File: src/rtl/mips_pkg.sv
// Shared MIPS datapath definitions: widths, architectural register indices, reset values, ALU control codes.
package mips_pkg;

    localparam int DATA_W_DEF = 32;
    localparam int ADDR_W_DEF = 5;

    localparam int REG_ZERO = 0;
    localparam int REG_GP   = 28;
    localparam int REG_SP   = 29;
    localparam int REG_RA   = 31;

    localparam logic [31:0] SP_INIT_DEF = 32'h7FFF_EFFC;
    localparam logic [31:0] GP_INIT_DEF = 32'h1000_8000;

    typedef enum logic [3:0] {
        ALU_AND = 4'b0000,
        ALU_OR  = 4'b0001,
        ALU_ADD = 4'b0010,
        ALU_SUB = 4'b0110,
        ALU_SLT = 4'b0111,
        ALU_NOR = 4'b1100
    } alu_ctrl_e;

endpackage

File: src/rtl/regfile_read_port.sv
// Register file read mux with $zero forced to 0; optional write-through bypass (REGFILE_WRITE_BYPASS_EN).
// Latency: combinational, zero cycles; no backpressure.
module regfile_read_port #(
    parameter int DATA_W = 32,
    parameter int ADDR_W = 5
) (
    input  logic [(1<<ADDR_W)-1:0][DATA_W-1:0] regs_i,
`ifdef REGFILE_WRITE_BYPASS_EN
    input  logic                               wr_en_i,
    input  logic [ADDR_W-1:0]                  wr_idx_i,
    input  logic [DATA_W-1:0]                  wr_dat_i,
`endif
    input  logic [ADDR_W-1:0]                  rd_idx_i,
    output logic [DATA_W-1:0]                  rd_dat_o
);

    always_comb begin
        rd_dat_o = regs_i[rd_idx_i];
`ifdef REGFILE_WRITE_BYPASS_EN
        if (wr_en_i && (wr_idx_i == rd_idx_i)) begin
            rd_dat_o = wr_dat_i;
        end
`endif
        // r0 wins over the bypass, so a write to index 0 never leaks through.
        if (rd_idx_i == '0) begin
            rd_dat_o = '0;
        end
    end

endmodule

File: src/rtl/mips_reg_file.sv
// 32-entry MIPS GPR file: two async read ports, one sync write port, sync active-low reset seeding $sp/$gp.
// Latency: reads combinational, writes visible after the edge; no backpressure. Optional: REGFILE_WRITE_BYPASS_EN.
module mips_reg_file
    import mips_pkg::*;
#(
    parameter int              DATA_W  = DATA_W_DEF,
    parameter int              ADDR_W  = ADDR_W_DEF,
    parameter logic [DATA_W-1:0] SP_INIT = SP_INIT_DEF,
    parameter logic [DATA_W-1:0] GP_INIT = GP_INIT_DEF
) (
    input  logic              clk,
    input  logic              rst_n,
    input  logic              reg_write,
    input  logic [ADDR_W-1:0] read_reg1,
    input  logic [ADDR_W-1:0] read_reg2,
    input  logic [ADDR_W-1:0] write_reg,
    input  logic [DATA_W-1:0] write_data,
    output logic [DATA_W-1:0] read_data1,
    output logic [DATA_W-1:0] read_data2
);

    localparam int NREGS = 1 << ADDR_W;

    logic [NREGS-1:0][DATA_W-1:0] regs_q;
    logic [NREGS-1:0][DATA_W-1:0] regs_d;

    // Reset has priority over any in-flight writeback.
    always_comb begin
        regs_d = regs_q;
        if (!rst_n) begin
            regs_d         = '0;
            regs_d[REG_SP] = SP_INIT;
            regs_d[REG_GP] = GP_INIT;
        end else if (reg_write && (write_reg != '0)) begin
            regs_d[write_reg] = write_data;
        end
    end

    always_ff @(posedge clk) begin
        regs_q <= regs_d;
    end

    regfile_read_port #(.DATA_W(DATA_W), .ADDR_W(ADDR_W)) u_rd_port1 (
        .regs_i   (regs_q),
`ifdef REGFILE_WRITE_BYPASS_EN
        .wr_en_i  (reg_write),
        .wr_idx_i (write_reg),
        .wr_dat_i (write_data),
`endif
        .rd_idx_i (read_reg1),
        .rd_dat_o (read_data1)
    );

    regfile_read_port #(.DATA_W(DATA_W), .ADDR_W(ADDR_W)) u_rd_port2 (
        .regs_i   (regs_q),
`ifdef REGFILE_WRITE_BYPASS_EN
        .wr_en_i  (reg_write),
        .wr_idx_i (write_reg),
        .wr_dat_i (write_data),
`endif
        .rd_idx_i (read_reg2),
        .rd_dat_o (read_data2)
    );

endmodule

File: config.mk
export PLATFORM = sky130hd
export DESIGN_NAME = mips_reg_file
export DESIGN_NICKNAME = d
export VERILOG_FILES = /design/src/rtl/mips_pkg.sv /design/src/rtl/regfile_read_port.sv /design/src/rtl/mips_reg_file.sv
export SDC_FILE = /design/constraint.sdc
export NUM_CORES = 2
export LEC_CHECK = 0
export BUFFER_PORTS_ARGS = -buffer_cell sky130_fd_sc_hd__buf_4
export CELL_PAD_IN_SITES_DETAIL_PLACEMENT = 1
export CELL_PAD_IN_SITES_GLOBAL_PLACEMENT = 1
export CORE_UTILIZATION = 30
export CTS_BUF_LIST = sky130_fd_sc_hd__clkbuf_8 sky130_fd_sc_hd__clkbuf_16
export CTS_CLUSTER_SIZE = 30
export DETAILED_ROUTE_END_ITERATION = 8
export GPL_TIMING_DRIVEN = 0
export PLACE_DENSITY_LB_ADDON = 0.1
export SKIP_LAST_GASP = 1
export SLEW_MARGIN = 20
export SYNTH_ARGS = -nofsm -noshare
export SYNTH_HDL_FRONTEND = slang
export SYNTH_SLANG_ARGS = --single-unit
export TNS_END_PERCENT = 1
File: constraint.sdc
create_clock -name clk -period 4.8 [get_ports clk]
set_clock_uncertainty 0.15 [all_clocks]
set_input_delay 0.48 -clock clk [delete_from_list [all_inputs] [get_ports clk]]
set_output_delay 0.48 -clock clk [all_outputs]
set_load 0.02 [all_outputs]
== Yosys cells after proc, flatten, opt, wreduce, memory -nomap -nowiden ==
Index checks and enable logic that the tools add are counted.

* Multiplexer cells: 9
* Magnitude comparators: 4
* Reduce and logical (&&, ||, !) cells: 5

{| class="wikitable"
|+ Operators with widths
! operator !! count
|-
| $bwmux W1024 || 1
|-
| $bmux W32 S5 || 2
|-
| $demux W32 S5 || 1
|-
| $mux W32 || 5
|-
| $lt A5 B6 Y1 const B || 3
|-
| $logic_not A5 Y1 || 2
|-
| $ge A5 B1 Y1 const B || 1
|-
| $reduce_bool A5 Y1 || 1
|-
| $logic_and A1 B1 Y1 || 2
|}

* Input bits: 50
* Bits in registers: 1024

== Longest topological paths before layout ==
* Depth in word-level cells: 5
* Gate-level depth with buffers: 9
* Mapped depth without buffers: 4

== By module ==
A second synthesis with hierarchy kept.

* Cells, all modules: 4799
* Area total of the unflattened synthesis: 52932.0 µm²

{| class="wikitable"
|+ By module, submodules not included
! module !! seq. area each (µm²) !! area an instance (µm²) !! cells an instance !! instances
|-
| mips_reg_file || 20499.7 || 36196.0 || 3471 || 1
|-
| regfile_read_port || 0.0 || 8368.0 || 664 || 2
|}

== Worst setup path before layout ==
No wires, ideal clock.

* Path kind: input to output
* Start: in read_reg2[1]
* End: out read_data2[11]
* Arrival time: 2173 ps
* Path slack: 1997 ps
* Stages on the path: 7
* Cell sequence: buf_4 -> buf_6 -> nor2b_1 -> clkbuf_1 -> a221oi_1 -> o21ai_0 -> a311oi_1

* Longest elaborated chain between the ends: 3

{| class="wikitable"
|+ RTL lines
! item !! line !! RTL
|-
| start, declared || mips_reg_file.sv:15 || <nowiki>input logic [ADDR_W-1:0] read_reg2,</nowiki>
|-
| $bmux W32 S5 || regfile_read_port.sv:18 || <nowiki>rd_dat_o = regs_i[rd_idx_i];</nowiki>
|-
| $mux W32 (not written as such) || regfile_read_port.sv:18 ||
|-
| $mux W32 (*) || regfile_read_port.sv:25 || <nowiki>if (rd_idx_i == '0) begin</nowiki>
|-
| end, declared || mips_reg_file.sv:19 || <nowiki>output logic [DATA_W-1:0] read_data2</nowiki>
|}

Mark *: on every way between the ends. The rest lies on a longest branch, timed or not. The select of a mux whose other input is x is not followed.

== Final worst setup path ==
* Start: in read_reg2[3]
* End: out read_data2[20]

Same word-level chain as after synthesis.

==> results.yml <==
logic_synthesis:
  synth-async-reset-ratio_pct: 0
  synth_compound_area_share_pct: 17.91
  synth_simple_gate_area_share_pct: 16.04
  synth_area_leaders: "dfxtp_1 (38%), mux4_2 (19%), nand2_1 (14%), a21boi_0 (12%), mux2i_1 (3.6%)"
  yosysUniqueCellTypes: 40
  synth_seq_cells: 1024
  synth_top_family_by_area: "multiplexers"
  post-synth-top-count-cell: "nand2_1"
  yosysTopAreaCell: "dfxtp_1"
  synth_area_um2: 54110
  syn_nets: 5880
  muxShareOfSynthArea_pct: 22.87
  yosysSeqAreaShare_pct: 37.89
  synthAdderAreaFrac_pct: 0
  syn_area_per_cell_um2: 9.281
  synth_ff_type: "dfxtp_1"
  synth_warnings: 0
  syn_inst: 5830
  synth-edff-count: 0
  synth_xor_area_share_pct: 0
  synth_top_area_share_pct: 37.89
  synth_common_cells: "nand2_1 (2054), dfxtp_1 (1024), a21boi_0 (853), mux4_2 (448), clkbuf_1 (375)"
sta:
  rsz0062_at_grt: "true"
  fin_crit_sh_pct: 103.7
  relSlewSlack_pct: 17.11
  period_needed_ns: 4.979
  worst_pin_slew_ns: 1.234
  fmax_mhz: 200.9
  slew_viol_final: 0
  finalSetupTns_ns: -0.3392
  setup_viol: 3
  hold_violations: 0
  setup_ws_ns: -0.1787
floorplan:
  core_area_um2: 178800
  dieArea_um2: 182100
  die_w_um: 426.7
  ios: 114
  row_count: 155
  chipHeight_um: 426.7
  start_util_pct: 30.26
clock_network:
  post_cts_buffers: 0
  cts_sinks: 1024
  insertion_delay_ns: 0.78
  cts_buffer_depth: 3
  path_clk_slew_ns: 0.06
  htree_levels: 4
  cts_root_buf: "clkbuf_16"
  cts_tree: "yes"
  cts_buffers: 134
min_path:
  hold_depth: 6
  hold_class: "in2reg"
  hold-path-endpoint: "regs_q[95]$_SDFFE_PN0P_"
  hp-start: "write_reg[0]"
global_routing:
  grt_start_max_net_pins: 17
  gr-total-overflow: 0
  track_usage_pct: 31.76
  antenna_found_initial: 16
  grt_pass1_vias: 49720
  grt_first_pass_wirelength_um: 400500
route:
  viasPerCell: 5.752
  vias: 49250
  routed_wl_um: 292200
  wl_per_cell_um: 34.13
  antenna_left: 0
  drtPass1Iterations: 5
  drt_iter0_markers: 4874
  drc: 0
layout:
  drive_gt1_share_pct: 16.00
  fin_nets: 6153
  n_fill_cell: 20490
  largest_reg_flops: 1024
  syn2layout_area_growth_pct: 15.51
  regMostFlops: "regs_q"
  final_util_pct: 34.95
  fin_area_um2: 62500
  reg_top3: "regs_q (1024)"
critical_path:
  start_kind: "input pin"
  worstSetupPathType: "in2out"
  critPathCaptureType: "output port"
  worstPathArrival_ns: 4.35
  ff2ff_setup_slack_ns: 3.85
  crit_fanout: 10
  critPathRequiredTime_ns: 4.17
  reg2reg_depth: 2
  reg2reg_from: "regs_q[572]$_SDFFE_PN0P_"
  reg2reg_to: "regs_q[572]$_SDFFE_PN0P_"
run:
  max_cap_violations: 0
placed_design:
  place_hpwl_um: 225500
  pre_cts_slack_ns: -0.2717
  placed_area_um2: 57930
  gp_congestion: 0.9705
  portBuffers: 104
outcome:
  status: "finished, violations left"
  violations: "setup timing"
power:
  finalPower_mw: 20.95
  peakVddDrop_uv: 318.3
  leakagePower_nw: 20.56
  powerDensity_nw_per_um2: 335.2
[metal layers]
metal	track usage, %	vias up	wire length [um]
met3	4.555	528	17140
met1	42.67	25700	127500
li1	-	21010	-
met2	49.22	2007	130000
met4	16.92	2	17350
met5	0	-	124
[through the flow]
step	hold slack, ns	cells
final	0.2998	8562
after global routing	0.2818	8551
after CTS	0.2476	8550
after detailed placement	0.3088	8290
after global placement	0.2996	8289
after floorplan	0.2916	5830
[cells by family after synthesis]
group / Yosys count
compound gates: 1295
buf+inv: 624
flops: 1024
mux: 672
simple gates: 2215
[timing repair]
item,CTS,global route
setup endpoints to repair,8,11
pin swaps,0,0
gates resized for setup,1,4
hold buffers,32,0
endpoints found under the hold margin,32,0
[report_power, final]
group / internal [mW] / total (mW) / switching (mW)
combinational: 0.691 / 2.35 / 1.66
sequential: 8.56 / 8.62 / 0.0587
clock: 5.71 / 9.98 / 4.27
[cells in the final DEF, fill, tap and decap left out, types with 45 or more instances in the layout]
cell,Yosys,routed
nand2_1,2054,2054
a21boi_1,109,109
dfxtp_1,1024,1024
o21ai_0,57,57
buf_2,123,123
mux2i_1,192,192
a221oi_1,45,45
buf_4,47,151
clkbuf_1,375,367
clkbuf_16,0,137
a22oi_1,64,64
a21boi_0,853,853
mux4_2,448,448
buf_1,57,57
[layout make-up]
| class | count | area, um^2 | area share [%] |
|---|---|---|---|
| Multi-Input combinational cell | 4182 | 30810 | 49.30 |
| Sequential cell | 1024 | 20500 | 32.80 |
| Clock buffer | 166 | 3827 | 6.124 |
| Tap cell | 2355 | 2947 | 4.714 |
| Buffer | 622 | 2878 | 4.604 |
| Timing Repair Buffer | 137 | 1129 | 1.806 |
| Clock inverter | 62 | 371.6 | 0.5945 |
| Antenna cell | 12 | 30.03 | 0.04804 |
| Inverter | 2 | 7.507 | 0.01201 |
[critical path, stage by stage]
cell and delay [ns]:
buf_4 0.15, clkdlybuf4s15_1 0.76, and2_1 0.22, buf_2 0.27, clkbuf_1 0.76, a22oi_1 0.36
a311oi_1 1.03, buf_4 0.30
[worst max path at each step]
stage,startpoint,to,slack (ns),cells after the start
final,read_reg2[3],read_data2[20],-0.18,8
after global routing,read_reg2[3],read_data2[20],-0.04,8
after CTS,read_reg2[3],read_data2[13],-0.17,8
after detailed placement,read_reg2[3],read_data2[16],-0.27,8
after global placement,read_reg2[0],read_data2[14],-1.13,8
after floorplan,read_reg2[1],read_data2[11],2.00,7
(Power assumes the default switching activity.)
